<file path="src/rtl/game_pkg.sv">
// Shared shooter definitions: slot count, position field layout, sprite sizes,
// the bullet-manager FSM states and the spawn X helper.
package game_pkg;

   localparam int MAX_PLAYER_BULLET = 15;
   localparam int SLOT_IDX_W        = $clog2(MAX_PLAYER_BULLET);

   localparam int POS_W = 19;
   localparam int X_MSB = 18;
   localparam int X_LSB = 9;
   localparam int Y_MSB = 8;
   localparam int Y_LSB = 0;

   localparam logic [POS_W-1:0] NONE = {POS_W{1'b1}};

   localparam logic [8:0] PLAYER_Y      = 9'd440;
   localparam logic [9:0] PLAYER_WIDTH  = 10'd24;
   localparam logic [9:0] BULLET_WIDTH  = 10'd4;
   localparam logic [8:0] BULLET_HEIGHT = 9'd16;

   typedef enum logic [2:0] {
      S_IDLE  = 3'd0,
      S_MERGE = 3'd1,
      S_MOVE  = 3'd2,
      S_SPAWN = 3'd3,
      S_DONE  = 3'd4
   } pb_state_e;

   // Centre the bullet on the player; the 11-bit sum keeps the carry so a
   // player near the right edge clamps instead of wrapping to the left.
   function automatic logic [9:0] spawn_x(input logic [9:0] player_x);
      logic [10:0] sum;
      logic [10:0] x_max;
      sum   = {1'b0, player_x} + 11'((PLAYER_WIDTH - BULLET_WIDTH) >> 1);
      x_max = {1'b0, 10'd1023 - BULLET_WIDTH};
      return (sum > x_max) ? x_max[9:0] : sum[9:0];
   endfunction

endpackage

</file>
<file path="src/rtl/player_bullet_slot_finder.sv">
// Combinational priority encoder: lowest-index free (state=0) bullet slot.
module player_bullet_slot_finder
   import game_pkg::*;
#(
   parameter int N     = MAX_PLAYER_BULLET,
   parameter int IDX_W = $clog2(N)
) (
   input  logic [N-1:0]     i_slot_state,
   output logic [IDX_W-1:0] o_free_idx,
   output logic             o_found
);

   // Scan downward so the lowest free index is the last one written.
   always_comb begin
      o_free_idx = '0;
      o_found    = 1'b0;
      for (int i = N - 1; i >= 0; i--) begin
         if (!i_slot_state[i]) begin
            o_free_idx = IDX_W'(i);
            o_found    = 1'b1;
         end
      end
   end

endmodule

</file>
<file path="src/rtl/player_bullet_manager.sv">
// Player-bullet pool: per-frame merge of collision results, move/retire, spawn.
// Build option PLAYER_BULLET_AUTOFIRE_EN: fire latch follows i_Fire level.
module player_bullet_manager
   import game_pkg::*;
#(
   parameter logic [8:0] BULLET_SPEED  = 9'd4,
   parameter logic [3:0] FIRE_COOLDOWN = 4'd8
) (
   input  logic                               i_Clk,
   input  logic                               i_Rst_n,
   input  logic                               i_FrameTick,
   input  logic                               i_Fire,
   input  logic                               i_PlayerState,
   input  logic [9:0]                         i_PlayerPosition,
   input  logic [MAX_PLAYER_BULLET-1:0]       i_CollisionState,
   output logic [MAX_PLAYER_BULLET-1:0]       o_PlayerBulletState,
   output logic [MAX_PLAYER_BULLET*POS_W-1:0] o_PlayerBulletPosition,
   output logic                               o_Busy,
   output logic                               o_UpdateDone,
   output logic                               o_FireAccepted,
   output logic                               o_FireDropped,
   output logic [2:0]                         o_DbgState
);

   localparam logic [SLOT_IDX_W-1:0] LAST_IDX = SLOT_IDX_W'(MAX_PLAYER_BULLET - 1);
   localparam logic [Y_MSB-Y_LSB:0]  SPAWN_Y  = PLAYER_Y - BULLET_HEIGHT;

   pb_state_e                    state_q, state_d;
   logic [SLOT_IDX_W-1:0]        idx_q, idx_d;
   logic [MAX_PLAYER_BULLET-1:0] bstate_q, bstate_d;
   logic [POS_W-1:0]             pos_q [MAX_PLAYER_BULLET];
   logic [POS_W-1:0]             pos_d [MAX_PLAYER_BULLET];
   logic [3:0]                   cool_q, cool_d;
   logic                         latch_q, latch_d;
   logic                         busy_q, busy_d;
   logic                         done_q, done_d;
   logic                         acc_q, acc_d;
   logic                         drop_q, drop_d;
   logic                         fire_set;
   logic [SLOT_IDX_W-1:0]        free_idx;
   logic                         free_found;

`ifdef PLAYER_BULLET_AUTOFIRE_EN
   assign fire_set = i_Fire;
`else
   logic fire_prev_q, fire_prev_d;
   assign fire_prev_d = i_Fire;
   assign fire_set    = i_Fire & ~fire_prev_q;

   always_ff @(posedge i_Clk or negedge i_Rst_n) begin
      if (!i_Rst_n) fire_prev_q <= 1'b0;
      else          fire_prev_q <= fire_prev_d;
   end
`endif

   // Sees the pool after MERGE/MOVE, so slots freed this frame are reusable.
   player_bullet_slot_finder #(
      .N     (MAX_PLAYER_BULLET),
      .IDX_W (SLOT_IDX_W)
   ) u_slot_finder (
      .i_slot_state (bstate_q),
      .o_free_idx   (free_idx),
      .o_found      (free_found)
   );

   always_comb begin
      state_d  = state_q;
      idx_d    = idx_q;
      bstate_d = bstate_q;
      pos_d    = pos_q;
      cool_d   = cool_q;
      latch_d  = latch_q;
      busy_d   = busy_q;
      done_d   = 1'b0;
      acc_d    = 1'b0;
      drop_d   = 1'b0;

      case (state_q)
         S_IDLE: begin
            if (i_FrameTick) begin
               state_d = S_MERGE;
               busy_d  = 1'b1;
            end
         end
         S_MERGE: begin
            for (int i = 0; i < MAX_PLAYER_BULLET; i++) begin
               if (bstate_q[i] && !i_CollisionState[i]) begin
                  bstate_d[i] = 1'b0;
                  pos_d[i]    = NONE;
               end
            end
            idx_d   = '0;
            state_d = S_MOVE;
         end
         S_MOVE: begin
            if (bstate_q[idx_q]) begin
               if (pos_q[idx_q][Y_MSB:Y_LSB] < BULLET_SPEED) begin
                  bstate_d[idx_q] = 1'b0;
                  pos_d[idx_q]    = NONE;
               end else begin
                  pos_d[idx_q][Y_MSB:Y_LSB] = pos_q[idx_q][Y_MSB:Y_LSB] - BULLET_SPEED;
               end
            end
            if (idx_q == LAST_IDX) state_d = S_SPAWN;
            else                   idx_d   = idx_q + 1'b1;
         end
         S_SPAWN: begin
            latch_d = 1'b0;
            if (cool_q != 4'd0) begin
               cool_d = cool_q - 4'd1;
            end else if (latch_q && i_PlayerState) begin
               if (free_found) begin
                  bstate_d[free_idx]             = 1'b1;
                  pos_d[free_idx][X_MSB:X_LSB]   = spawn_x(i_PlayerPosition);
                  pos_d[free_idx][Y_MSB:Y_LSB]   = SPAWN_Y;
                  cool_d                         = FIRE_COOLDOWN;
                  acc_d                          = 1'b1;
               end else begin
                  drop_d = 1'b1;
               end
            end
            state_d = S_DONE;
         end
         S_DONE: begin
            done_d  = 1'b1;
            busy_d  = 1'b0;
            state_d = S_IDLE;
         end
         default: begin
            busy_d  = 1'b0;
            state_d = S_IDLE;
         end
      endcase

      // A press in any state, including the SPAWN cycle itself, stays latched.
      if (fire_set) latch_d = 1'b1;
   end

   always_ff @(posedge i_Clk or negedge i_Rst_n) begin
      if (!i_Rst_n) begin
         state_q  <= S_IDLE;
         idx_q    <= '0;
         bstate_q <= '0;
         for (int i = 0; i < MAX_PLAYER_BULLET; i++) pos_q[i] <= NONE;
         cool_q   <= '0;
         latch_q  <= 1'b0;
         busy_q   <= 1'b0;
         done_q   <= 1'b0;
         acc_q    <= 1'b0;
         drop_q   <= 1'b0;
      end else begin
         state_q  <= state_d;
         idx_q    <= idx_d;
         bstate_q <= bstate_d;
         pos_q    <= pos_d;
         cool_q   <= cool_d;
         latch_q  <= latch_d;
         busy_q   <= busy_d;
         done_q   <= done_d;
         acc_q    <= acc_d;
         drop_q   <= drop_d;
      end
   end

   for (genvar g = 0; g < MAX_PLAYER_BULLET; g++) begin : g_pos_out
      assign o_PlayerBulletPosition[g*POS_W +: POS_W] = pos_q[g];
   end

   assign o_PlayerBulletState = bstate_q;
   assign o_Busy              = busy_q;
   assign o_UpdateDone        = done_q;
   assign o_FireAccepted      = acc_q;
   assign o_FireDropped       = drop_q;
   assign o_DbgState          = state_q;

endmodule
</file>
<file path="config.mk">
export PLATFORM = sky130hd
export DESIGN_NAME = player_bullet_manager
export DESIGN_NICKNAME = d
export VERILOG_FILES = /design/src/rtl/game_pkg.sv /design/src/rtl/player_bullet_slot_finder.sv /design/src/rtl/player_bullet_manager.sv
export SDC_FILE = /design/constraint.sdc
export NUM_CORES = 1
export LEC_CHECK = 0
export BUFFER_PORTS_ARGS = -buffer_cell sky130_fd_sc_hd__buf_2
export CAP_MARGIN = 15
export CORE_UTILIZATION = 35
export DETAILED_ROUTE_END_ITERATION = 8
export SYNTH_ARGS = -nofsm -noshare
export SYNTH_HDL_FRONTEND = slang
export SYNTH_SLANG_ARGS = --single-unit
</file>
<file path="constraint.sdc">
create_clock -name i_Clk -period 3.4 [get_ports i_Clk]
set_input_delay 0.34 -clock i_Clk [delete_from_list [all_inputs] [get_ports i_Clk]]
set_output_delay 0.34 -clock i_Clk [all_outputs]
set_load 0.01 [all_outputs]
</file>
==> flow_summary_export.csv, run 1 <==
group,metric,value,unit
run_status,status,"completed",
worst_setup_path,crit_chain,"buf_12 -> buf_6 -> mux2_2 -> a221o_1 -> a22oi_2 -> ha_2 -> and4_1 -> a211oi_4 -> buf_4 -> buf_4 -> and2_1 -> a221o_1",
pwr,p_leak,9.122,nW
min_path,min_path_type,"input port to register",
timing,min_period,3.329,ns
synthesis,synth_nets,1697,
synthesis,synth_edf_count,0,
timing,max_freq,0.3004,GHz
synthesis,yosysWarnings,0,
synthesis,ys_top_cells_by_area,"dfstp_2 (44%), a221o_1 (6.3%), dfrtp_1 (4.7%)",
die,initial_core_util,0.3574,
worst_setup_path,path_class,"register to register",
die,coreArea,48150,um^2
synthesis,ys_ff_latch,317,
route,drtIter0Drc,2002,
clock_tree,cts.path.max_buffers,3,
timing,skew,0.02630,ns
global_routing,grt_overflow,0,
die,chipHeight,223.7,um
synthesis,yosysTopAreaCellShare,0.4352,
synthesis,synth_cells,1660,
run,maxCapViolCount,0,
timing,holdWs,0.02570,ns
die,rows,80,
clock_tree,clkTransAtPathRegs,0.06,ns
die,dieArea,50050,um^2
timing,setup_tns,0,ns
worst_setup_path,critPathLaunchType,"register",
synthesis,synth_seq_area_share,0.4818,
global_routing,grt_max_degree,110,
placement,gp_congestion,1.008,
timing,hold_viol,0,
timing,slew_headroom,0.3771,
die,die_w,223.7,um
pwr,cellPowerDensity,1178,nW/um^2
clock_tree,numCtsBuffers,38,
global_routing,grt_pass1_wl,123200,um
clock_tree,clkLatencyLatePin,0.58,ns
route,ant_nets,0,
synthesis,synth_cell_type_count,87,
placement,dpl.hpwl,64240,um
route,post_drt_wl_per_cell,30.28,um
synthesis,synth_async_sr_flop_share,1.000,
synthesis,syn_area_per_cell,10.36,um^2
final_layout,n_fill_cell,4589,
timing,maxSlewViolCount,0,
clock_tree,clockRootBuffer,"clkbuf_16",
global_routing,grt_use_total,0.3380,
route,drc_errors,0,
route,vias,17830,
timing,worst_slew_pin_slew,0.9343,ns
worst_setup_path,cp.required,3.89,ns
clock_tree,cts_tree,"built",
clock_tree,htree_levels,2,
final_layout,drive_gt1_frac,0.4654,
timing,period_share,0.9791,
final_layout,nets,2191,
timing,grt_setup_unrepaired,"no",
worst_setup_path,worst_path_max_delay_cell,"dfrtp_2",
pwr,vdd_drop_max,0.0004587,V
route,drt_wl_total,86000,um
clock_tree,cts_sinks,317,
final_layout,final_common_cell,"buf_2",
placement,io_buffers,336,
synthesis,synth_ff_type,"dfstp_2",
worst_setup_path,cp-end-kind,"register",
timing,setup_violations,0,
synthesis,netlist_area,17210,um^2
final_layout,syn_to_final_growth,31.80,%
worst_setup_path,arrival,3.82,ns
worst_setup_path,max_stage_delay,0.41,ns
route,drt_first_pass_iters,6,
global_routing,grt_pass1_vias,17070,
die,num_io_pins,337,
route,post_drt_via_cell_ratio,6.278,
worst_setup_path,path_max_fanout,28,
global_routing,grt_antenna_before_repair,4,
final_layout,final_cell_mix,"buf_2 (335), dfstp_2 (285), buf_4 (218)",
synthesis,yosys.area.top_type,"dfstp_2",
-- logic make-up after synthesis --
| logic type | Yosys count | synth area share |
|---|---|---|
| multiplexers | 71 | 0.06232 |
| buffers and inverters | 152 | 0.03796 |
| AND/OR/NAND/NOR | 443 | 0.1223 |
| AO/OA/AOI/OAI | 661 | 0.2859 |
| adder cells (fa/ha/maj) | 7 | 0.005090 |
| flip-flops | 317 | 0.4818 |
| XOR/XNOR | 9 | 0.004581 |
-- where the power goes --
group | switching [mW] | internal [mW]
logic | 9.44 | 6.06
clock network | 1.77 | 2.68
registers | 1.29 | 5.48
total | 12.5 | 14.2
-- Yosys cell counts (5+ instances only) --
cell and instances:
a221oi_1 14, nor4_1 7, buf_2 14, nor3_1 21, a21oi_1 121, nand4_1 13, nand2b_1 18, and3_1 18
clkbuf_1 88, a21oi_2 10, nor2_1 140, nor2b_1 15, o21ai_0 103, o22a_1 25, o21a_1 19, ha_1 7
a31oi_1 25, a311oi_1 5, a221o_1 109, mux4_2 28, a22oi_1 6, o211ai_1 8, nand3_1 32, dfrtp_1 32
or2_2 6, buf_1 8, a211oi_1 12, inv_1 32, dfstp_2 285, mux2i_1 36, xnor2_1 5, nand2_1 122
a21boi_0 30, a21o_1 12, o31ai_1 18, o22ai_1 10, o32a_1 16, a22o_1 17, and2_1 20, a21boi_1 11
o221ai_1 8, a2bb2oi_1 43, or3_1 7
-- per-layer routing --
metal	up-vias	global-route usage	share of wire
li1	7415	-	-
met2	1230	0.5161	0.44
met3	195	0.08788	0.11
met5	-	0	0.00050
met1	8984	0.4551	0.40
met4	6	0.1370	0.042
-- what timing repair did --
| action | in CTS | in global routing |
|---|---|---|
| buffers inserted | 0 | 12 |
| setup endpoints to repair | 66 | 176 |
| pin swaps | 0 | 2 |
| endpoints found under the hold margin | 19 | 0 |
| hold buffers | 2 | 0 |
| gates resized for setup | 9 | 26 |
-- metrics by stage --
| stage | instances | power, mW | util | cell area, um^2 | setup WS, ns |
|---|---|---|---|---|---|
| 2_1_floorplan | 1660 | 13.95 | - | 17210 | 0.2323 |
| 6_report | 2840 | 26.71 | 0.4710 | 22680 | 0.07094 |
| 3_5_place_dp | 2756 | 21.40 | 0.4377 | 21070 | -0.1596 |
| 3_3_place_gp | 2756 | 21.28 | 0.4377 | 21070 | -0.1079 |
| 5_1_grt | 2839 | 27.64 | 0.4709 | 22670 | 0.01082 |
| 4_1_cts | 2827 | 26.00 | 0.4671 | 22490 | 0.003212 |
-- area by class of cell --
type                            count  area (um^2)  area share
Antenna cell                        1        2.502   0.0001104
Clock buffer                       55         1116     0.04922
Clock inverter                     14        227.7     0.01004
Inverter                           33        123.9    0.005462
Multi-Input combinational cell   1191         8413      0.3710
Sequential cell                   317         8293      0.3657
Tap cell                          656        820.8     0.03620
Timing Repair Buffer              573         3680      0.1623
-- critical path, delay by kind of cell (launching register included) --
family	cells	cell delay, ns
AOI/OAI and AO/OA	4	1.00
adders and majority gates	1	0.27
buffers and inverters	4	0.72
DFF	1	0.41
muxes	1	0.36
and+or+nand+nor	2	0.45
-- path summary, 6_finish.rpt --
path                             start                          end  slack (ns)  cells past startpoint
max reg2reg                   idx_q[0]  o_PlayerBulletPosition[158]        0.07                     12
min in group asynchronous      i_Rst_n                     idx_q[2]        0.50                      2
min reg2reg                fire_prev_q                      latch_q        0.42                      1
max                           idx_q[0]  o_PlayerBulletPosition[158]        0.07                     12
max in group asynchronous      i_Rst_n  o_PlayerBulletPosition[268]        2.02                      3
min                        i_FrameTick                       o_Busy        0.03                      3
-- flip-flops by register name, indices dropped and copies added (netlist names) --
| register | cells |
|---|---|
| o_PlayerBulletPosition | 285 |
| o_PlayerBulletState | 15 |
| cool_q | 4 |
| idx_q | 4 |
| o_DbgState | 3 |
| fire_prev_q | 1 |
| latch_q | 1 |
| o_Busy | 1 |
| o_FireAccepted | 1 |
| o_FireDropped | 1 |
| o_UpdateDone | 1 |
No activity file was read; power rests on OpenSTA's default activity.
==> inputs of run 2 (changes only) <==
- CORE_ASPECT_RATIO: default -> 1.2
- SLEW_MARGIN: default -> 15
==> flow_summary_export.csv, run 2 (synthesis gave the netlist of run 1 again) <==
group,metric,value,unit
clock_tree,cts.path.max_buffers,3,
timing,max_freq,0.2901,GHz
placement,dp_slack,-0.3920,ns
timing,maxSlewViolCount,0,
global_routing,grt_max_degree,82,
route,drt_first_pass_iters,6,
route,ant_nets,0,
worst_setup_path,cp.required,3.90,ns
die,dieArea,50050,um^2
final_layout,drive_gt1_frac,0.4712,
timing,worst_slew_pin_slew,0.9402,ns
final_layout,n_fill_cell,4559,
global_routing,grt_overflow,0,
worst_setup_path,max_stage_delay,0.46,ns
clock_tree,clockRootBuffer,"clkbuf_16",
final_layout,largest_reg_flops,285,
global_routing,grt_pass1_wl,122500,um
final_layout,nets,2190,
clock_tree,numCtsBuffers,39,
placement,io_buffers,336,
run_status,violations,"setup timing",
worst_setup_path,path_max_fanout,14,
final_layout,final_common_cell,"buf_2",
global_routing,grt_pass1_vias,17260,
worst_setup_path,worst_path_max_delay_cell,"a221o_1",
clock_tree,cts_sinks,317,
route,post_drt_wl_per_cell,30.05,um
placement,gp_congestion,1.002,
die,coreArea,48340,um^2
global_routing,grt_antenna_before_repair,6,
clock_tree,cts_tree,"built",
timing,grt_setup_unrepaired,"yes",
pwr,vdd_drop_max,0.0005112,V
run,maxCapViolCount,0,
timing,setup_ws,-0.04680,ns
timing,setup_violations,10,
clock_tree,clkTransAtPathRegs,0.06,ns
worst_setup_path,critPathLaunchType,"register",
min_path,whs_path_depth,3,
run_status,status,"finished with violations",
pwr,cellPowerDensity,1180,nW/um^2
worst_setup_path,worstSetupPathDepth,12,
final_layout,final_cell_mix,"buf_2 (335), dfstp_2 (285), buf_4 (209)",
worst_setup_path,path_class,"register to register",
route,drc_errors,0,
worst_setup_path,reg2reg_setup_slack,-0.05,ns
die,chipHeight,244.9,um
timing,skew,0.02465,ns
die,num_io_pins,337,
timing,slew_headroom,0.3709,
route,drtIter0Drc,1759,
worst_setup_path,arrival,3.95,ns
clock_tree,htree_levels,2,
clock_tree,clkLatencyLatePin,0.58,ns
placement,dpl.hpwl,63170,um
worst_setup_path,cp_num_buf_inv,4,
timing,min_period,3.447,ns
route,drt_wl_total,84600,um
min_path,min_path_type,"input port to register",
worst_setup_path,crit_chain,"buf_4 -> mux2_1 -> a221o_1 -> a31oi_1 -> and2_1 -> buf_4 -> nand3_1 -> buf_12 -> or3_1 -> a21oi_4 -> buf_6 -> a221o_1",
final_layout,utilization,0.4733,
pwr,p_leak,9.167,nW
worst_setup_path,critPathTopFamily,"compound AO/OA/AOI/OAI gates",
die,rows,88,
final_layout,syn_to_final_growth,32.98,%
die,initial_core_util,0.3559,
die,die_w,204.4,um
timing,period_share,1.014,
timing,hold_viol,0,
worst_setup_path,reg2reg_depth,12,
global_routing,grt_use_total,0.3356,
route,post_drt_via_cell_ratio,6.289,
route,vias,17700,
worst_setup_path,cp-end-kind,"register",
==> run 2: cell types whose count changed in the layout (fill, tap and decap cells not counted), sizes merged <==
cell and delta:
buf -2, bufinv +1, clkbuf -4, clkinv -2, clkinvlp +5, inv +3
==> run 2: final timing paths <==
path	start	to
max in group asynchronous	i_Rst_n	o_PlayerBulletPosition[47]
hold / removal	i_FrameTick	o_Busy
hold reg to reg	fire_prev_q	latch_q
min in group asynchronous	i_Rst_n	o_FireAccepted
setup reg to reg	idx_q[0]	o_PlayerBulletPosition[93]
setup / recovery	idx_q[0]	o_PlayerBulletPosition[93]
==> run 2: metrics by stage <==
step / hold WS (ns) / instances / setup TNS [ns] / power [mW] / area, um^2
floorplan: 0.04441 / 1660 / 0 / 13.95 / 17210
global placement: 0.4012 / 2733 / -29.31 / 21.35 / 21080
detailed placement: 0.4064 / 2733 / -34.30 / 21.48 / 21080
CTS: 0.02231 / 2810 / -0.09361 / 26.44 / 22700
global route: 0.06890 / 2814 / -1.310 / 28.04 / 22880
finish: 0.03133 / 2815 / -0.2484 / 27.01 / 22880
==> run 2: cell type report <==
| class | instances | area, um^2 | area share |
|---|---|---|---|
| well taps | 630 | 788.3 | 0.03445 |
| clock buffers | 51 | 1132 | 0.04949 |
| diodes | 1 | 2.502 | 0.0001094 |
| clock inverters | 21 | 299.0 | 0.01307 |
| flip-flops and latches | 317 | 8292 | 0.3624 |
| inverters | 33 | 123.9 | 0.005414 |
| multi-input cells | 1191 | 8507 | 0.3718 |
| repair buffers | 571 | 3735 | 0.1632 |
==> run 2: where the power goes <==
| group | switching, mW | leakage, nW | internal [mW] |
|---|---|---|---|
| sequential | 1.20 | 3.42 | 5.47 |
| clock | 1.84 | 0.687 | 2.83 |
| combinational | 9.44 | 5.06 | 6.21 |
==> run 2: what timing repair did <==
item / CTS / global route
hold buffers: 2 / 0
gates resized for setup: 25 / 25
setup endpoints to repair: 206 / 162
pin swaps: 2 / 10
buffers inserted: 3 / 4
hold endpoints to repair: 14 / 0
==> run 2: tightest hold or removal path, delay by kind of cell <==
| kind | cells | cell delay, ns |
|---|---|---|
| AO/OA/AOI/OAI | 1 | 0.05 |
| AND/OR/NAND/NOR | 1 | 0.08 |
| buffers and inverters | 1 | 0.09 |
==> run 2: per-layer routing <==
layer / vias to the layer above / routed length [um] / GRT usage
met1: 8910 / 33630 / 0.4432
met5: - / 58 / 0
met4: 10 / 5211 / 0.1793
li1: 7392 / - / -
met3: 253 / 8037 / 0.07076
met2: 1138 / 37660 / 0.5133
